<file path="src/rtl/if_prefetch_pkg.sv">
// Shared constants and types for the instruction prefetch unit.
// Holds the NOP encoding, PC geometry and the queue entry layout.
package if_prefetch_pkg;

  localparam int unsigned PC_W          = 32;
  localparam int unsigned DEFAULT_DEPTH = 4;

  localparam logic [PC_W-1:0] PC_STEP  = 32'd4;
  localparam logic [31:0]     INST_NOP = 32'h0000_0013;

  typedef struct packed {
    logic [PC_W-1:0] pc;
    logic [31:0]     inst;
  } pf_entry_t;

  // Fetch addresses are always word aligned.
  function automatic logic [PC_W-1:0] align_pc(input logic [PC_W-1:0] pc);
    return {pc[PC_W-1:2], 2'b00};
  endfunction

endpackage

</file>
<file path="src/rtl/pf_fifo.sv">
// Power-of-two circular FIFO with occupancy count and synchronous flush.
// Read data is the head entry, presented combinationally from storage.
module pf_fifo #(
  parameter int unsigned Width = 64,
  parameter int unsigned Depth = 4
) (
  input  logic                   clk,
  input  logic                   rst_n,
  input  logic                   flush_i,
  input  logic                   push_i,
  input  logic [Width-1:0]       wdata_i,
  input  logic                   pop_i,
  output logic [Width-1:0]       rdata_o,
  output logic [$clog2(Depth):0] count_o
);

  localparam int unsigned PtrW = $clog2(Depth);
  localparam int unsigned CntW = PtrW + 1;

  logic [Width-1:0] mem_q [Depth];
  logic [PtrW-1:0]  wr_ptr_q, wr_ptr_d;
  logic [PtrW-1:0]  rd_ptr_q, rd_ptr_d;
  logic [CntW-1:0]  count_q, count_d;

  always_comb begin
    wr_ptr_d = wr_ptr_q;
    rd_ptr_d = rd_ptr_q;
    count_d  = count_q;
    if (flush_i) begin
      wr_ptr_d = '0;
      rd_ptr_d = '0;
      count_d  = '0;
    end else begin
      // Pointers wrap for free because Depth is a power of two.
      if (push_i) wr_ptr_d = wr_ptr_q + PtrW'(1);
      if (pop_i)  rd_ptr_d = rd_ptr_q + PtrW'(1);
      unique case ({push_i, pop_i})
        2'b10:   count_d = count_q + CntW'(1);
        2'b01:   count_d = count_q - CntW'(1);
        default: count_d = count_q;
      endcase
    end
  end

  always_ff @(posedge clk or negedge rst_n) begin
    if (!rst_n) begin
      wr_ptr_q <= '0;
      rd_ptr_q <= '0;
      count_q  <= '0;
    end else begin
      wr_ptr_q <= wr_ptr_d;
      rd_ptr_q <= rd_ptr_d;
      count_q  <= count_d;
    end
  end

  // Storage needs no reset; the count qualifies every read.
  always_ff @(posedge clk) begin
    if (push_i && !flush_i) mem_q[wr_ptr_q] <= wdata_i;
  end

  assign rdata_o = mem_q[rd_ptr_q];
  assign count_o = count_q;

endmodule

</file>
<file path="src/rtl/if_prefetch.sv">
// Instruction prefetch: fetches sequentially from fetch_pc into a small queue
// and offers the head to the core; a redirect flushes and restarts fetching.
module if_prefetch
  import if_prefetch_pkg::*;
#(
  parameter int unsigned DEPTH    = DEFAULT_DEPTH,
  parameter logic [31:0] RESET_PC = 32'h0000_0000
) (
  input  logic        clk,
  input  logic        rst_n,
  input  logic        redirect_i,
  input  logic [31:0] redirect_pc_i,
  output logic        inst_ce_o,
  output logic [31:0] inst_addr_o,
  input  logic [31:0] inst_i,
  output logic        out_valid_o,
  output logic [31:0] out_inst_o,
  output logic [31:0] out_pc_o,
  input  logic        out_ready_i
);

  localparam int unsigned CntW = $clog2(DEPTH) + 1;
  localparam logic [CntW-1:0] Full = CntW'(DEPTH);

  logic [PC_W-1:0] fetch_pc_q, fetch_pc_d;
  logic [CntW-1:0] count;
  logic            push, pop, valid;
  pf_entry_t       head, wr_entry;

  assign valid = (count != '0);
  assign pop   = valid & out_ready_i & ~redirect_i;
  // Gating with rst_n keeps the memory idle while reset is held.
  assign push  = rst_n & ~redirect_i & ((count < Full) | pop);

  assign wr_entry.pc   = fetch_pc_q;
  assign wr_entry.inst = inst_i;

  always_comb begin
    fetch_pc_d = fetch_pc_q;
    if (redirect_i) begin
      fetch_pc_d = align_pc(redirect_pc_i);
    end else if (push) begin
      fetch_pc_d = fetch_pc_q + PC_STEP;
    end
  end

  always_ff @(posedge clk or negedge rst_n) begin
    if (!rst_n) begin
      fetch_pc_q <= RESET_PC;
    end else begin
      fetch_pc_q <= fetch_pc_d;
    end
  end

  pf_fifo #(
    .Width ($bits(pf_entry_t)),
    .Depth (DEPTH)
  ) u_fifo (
    .clk     (clk),
    .rst_n   (rst_n),
    .flush_i (redirect_i),
    .push_i  (push),
    .wdata_i (wr_entry),
    .pop_i   (pop),
    .rdata_o (head),
    .count_o (count)
  );

  assign inst_ce_o   = push;
  assign inst_addr_o = fetch_pc_q;
  assign out_valid_o = valid;
  assign out_inst_o  = valid ? head.inst : INST_NOP;
  assign out_pc_o    = valid ? head.pc : '0;

endmodule

</file>
<file path="config.mk">
export PLATFORM = sky130hd
export DESIGN_NAME = if_prefetch
export DESIGN_NICKNAME = d
export VERILOG_FILES = /design/src/rtl/if_prefetch_pkg.sv /design/src/rtl/pf_fifo.sv /design/src/rtl/if_prefetch.sv
export SDC_FILE = /design/constraint.sdc
export NUM_CORES = 1
export LEC_CHECK = 0
export BUFFER_PORTS_ARGS = -buffer_cell sky130_fd_sc_hd__buf_2
export CAP_MARGIN = 15
export CORE_ASPECT_RATIO = 0.6
export CORE_UTILIZATION = 35
export DETAILED_ROUTE_END_ITERATION = 10
export GPL_ROUTABILITY_DRIVEN = 0
export GPL_TIMING_DRIVEN = 0
export SLEW_MARGIN = 10
export SYNTH_ARGS = -nofsm -noshare
export SYNTH_HDL_FRONTEND = slang
export SYNTH_HIERARCHICAL = 1
export SYNTH_SLANG_ARGS = --single-unit
</file>
<file path="constraint.sdc">
create_clock -name clk -period 4.4 [get_ports clk]
set_clock_uncertainty 0.2 [all_clocks]
set_input_delay 0.66 -clock clk [delete_from_list [all_inputs] [get_ports clk]]
set_output_delay 0.66 -clock clk [all_outputs]
set_load 0.005 [all_outputs]
</file>
==> reports/metrics.cfg <==
[worst_setup_path]
ff2ff_path_depth=8
criticalPathCategory=flop to output port
critical_path.startpoint=u_fifo/count_o[2]
rr_endpoint=u_fifo/count_o[2]
worst-endpoint-arrival_ns=2.74
critical_path_required_ns=3.54
cp-end-kind=output port
reg2reg_from=u_fifo/count_o[2]
setup.reg_to_reg.worst_slack_ns=1.29
critical_path.max_fanout=10
startpoint_type=flop

[detailed_routing]
drt_wl_total_microns=29000
drt.antenna.violating_nets=0
detail_route.wl_per_cell_microns=21.2
vias=6965
detail_route.drc_violations=0
drt_pass1_iterations=5
detail_route.vias_per_cell=5.09
initialDrtViolationCount=671

[final_layout]
postLayoutCellArea_sq_mm=0.0145
final.fill_count=3045
final_standard_cell_utilization_of_the_core=0.427
reg_area_sq_mm=0.00861
layout-drive-gt1-share=0.335
final_net_count=963
synthToLayoutAreaGrowth_pct=19.4
multi_input_area_sq_mm=0.00326

[timing]
final.min_clock_period_ns=3.60
slew_violations=0
timing.final.crit_share=0.819
report.final.setup_viol=0
hold_violations=0
grt_setup_unrepaired=false
relSlewSlack=0.325
maxClockFrequency_mhz=277
hold_slack_ns=0.0911
max_slew.worst_pin.slew_ns=1.01

[global_routing]
grt_pass1_vias=6897
antenna_found_initial=0
groute.usage.overall=0.164
grt_pass1_wl_microns=43800
largest_net_degree_at_the_start_of_global_routing=53
gr-total-overflow=0

[cts]
tritoncts=yes
insertion_delay_ns=0.54
cts_resized=0
count_of_clock_tree_sinks=293
clk_pin_slew_worst_paths_ns=0.06
cts_inserted_buffers=27
cts_root_buf=clkbuf_16
postCtsSetupBuffers=0
clock_path_buffers=3
cts_max_level=1
cts_hold_repair.buffers=0

[placed_design]
placed_area_sq_mm=0.0136
dp.final_hpwl_microns=19400
port_buffers=161

[yosys]
synthesis.area_per_instance_sq_um=17.7
number_of_flops_mapped_to_enable_cells_by_yosys=256
netlist.top_cell.by_area=edfxtp_1
synth.yosys.seq_area_share=0.711
synth_cells=686
share_of_synthesized_registers_carrying_an_async_set_or_reset=0.126
synthesis.area_sq_mm=0.0121
synth_top_area_share=0.634
yosys.cell_types.count=54
ys_seq_elements=293
dominantRegCellSynth=edfxtp_1
synth_top_cells_by_area=edfxtp_1, mux4_2, dfrtp_1, and2_1, nand4_1
yosysWarningCount=6

[pwr]
power.combinational.fraction=0.119
vdd_drop_max_v=0.000281
design_power_total_uw=6160
power.share.switching=0.242
power_frac_clock=0.358
leakage_power_total_uw=0.00505
power_per_cell_area_mw_per_mm2=426
power.switching_uw=1490
internal_power_uw=4670
part_of_the_total_power_dissipated_in_sequential_elements=0.523

[hold_path]
timing.hold.worst.class=primary input to asynchronous set/reset pin

[run]
drv_cap=0

[floorplanning]
io_pins=166
core_sq_mm=0.0339
num_rows=52
floorplan.die.height_microns=146
design.die.area_sq_mm=0.0354
start_util=0.358
chipWidth_microns=242

[outcome]
outcome=complete, no violations

sequential cells by signal, summed over array words and instances, names as in the netlist:
register / count
u_fifo/wr_ptr_q: 2
u_fifo/mem_q: 256
inst_addr_o: 30
u_fifo/rd_ptr_q: 2
u_fifo/count_o: 3
metal layers:
| metal | vias to the layer above | share of wire | global-route usage |
|---|---|---|---|
| met3 | 34 | 0.066 | 0.0320 |
| met5 | - | 0 | 0 |
| met1 | 3544 | 0.47 | 0.247 |
| met4 | 0 | 0.016 | 0.0326 |
| met2 | 260 | 0.44 | 0.248 |
| li1 | 3127 | - | - |
worst max-delay path: stages (launching register included):
cell	delay, ns
dfrtp_1	0.44
or3_1	0.18
clkbuf_1	0.67
clkbuf_1	0.48
and2_1	0.29
buf_2	0.14
cells by family after synthesis:
group	share of synthesized area
AOI/OAI and AO/OA	0.0263
xor gates and xnor gates	0.00939
adders and majority gates	0.00681
buffers and inverters	0.0237
DFF	0.711
muxes	0.121
other	0.000309
and+or+nand+nor	0.101
area by class of cell:
type	instances	area share
Timing Repair Buffer	165	0.0628
Antenna cell	1	0.000173
Multi-Input combinational cell	356	0.226
Tap cell	459	0.0397
Clock inverter	15	0.00700
Sequential cell	293	0.595
Clock buffer	33	0.0496
Inverter	7	0.00182
Buffer	39	0.0181
how the worst max path moves through the flow:
stage | endpoint | slack (ns) | depth (start not counted)
4_1_cts | out_pc_o[20] | 0.67 | 5
3_3_place_gp | u_fifo/mem_q[0][25] | -1.79 | 7
2_1_floorplan | u_fifo/mem_q[0][0] | 0.63 | 6
5_1_grt | u_fifo/mem_q[2][23] | 0.59 | 8
3_5_place_dp | u_fifo/mem_q[2][13] | 0.15 | 8
6_report | out_pc_o[20] | 0.80 | 5
power by group through the flow:
stage | Clock (uW) | Combinational, uW | Sequential [uW]
2_1_floorplan | 0 | 399 | 3230
3_3_place_gp | 0 | 743 | 3280
3_5_place_dp | 0 | 756 | 3280
4_1_cts | 2260 | 757 | 3220
5_1_grt | 2360 | 810 | 3230
6_report | 2210 | 732 | 3220
synthesized netlist by cell type (all sizes together), types with 4 or more instances:
library cell / n
edfxtp: 256
and2: 68
nor2: 28
a31oi: 12
a21oi: 4
ha: 5
o21ai: 12
or4: 14
o31ai: 9
mux4: 64
nand4: 21
nand3: 17
or3: 5
nand2b: 4
nand2: 24
inv: 6
xor2: 8
xnor2: 5
and3: 5
buf: 19
nor2b: 4
nor4: 6
dfrtp: 37
clkbuf: 20
placed cells by master, fill, tap and decap left out, types with 10 or more instances in the layout:
cell type / synthesis / final
a31oi_1: 12 / 12
nand4_1: 21 / 21
edfxtp_1: 256 / 256
nand2_1: 24 / 24
dfrtp_1: 37 / 37
clkbuf_16: 0 / 27
conb_1: 1 / 10
and2_1: 68 / 64
nor2_1: 28 / 28
o21ai_0: 12 / 12
mux4_2: 64 / 64
buf_2: 8 / 169
clkbuf_1: 14 / 18
or4_1: 14 / 14
nand3_1: 16 / 16
metrics by stage:
| stage | std cells | TNS, ns | setup slack (ns) |
|---|---|---|---|
| after global routing | 1367 | 0 | 0.587 |
| after floorplan | 695 | 0 | 0.633 |
| final | 1368 | 0 | 0.796 |
| after CTS | 1367 | 0 | 0.672 |
| after global placement | 1315 | -451.64 | -1.79 |
| after detailed placement | 1319 | 0 | 0.149 |
No activity file was read; power rests on OpenSTA's default activity.
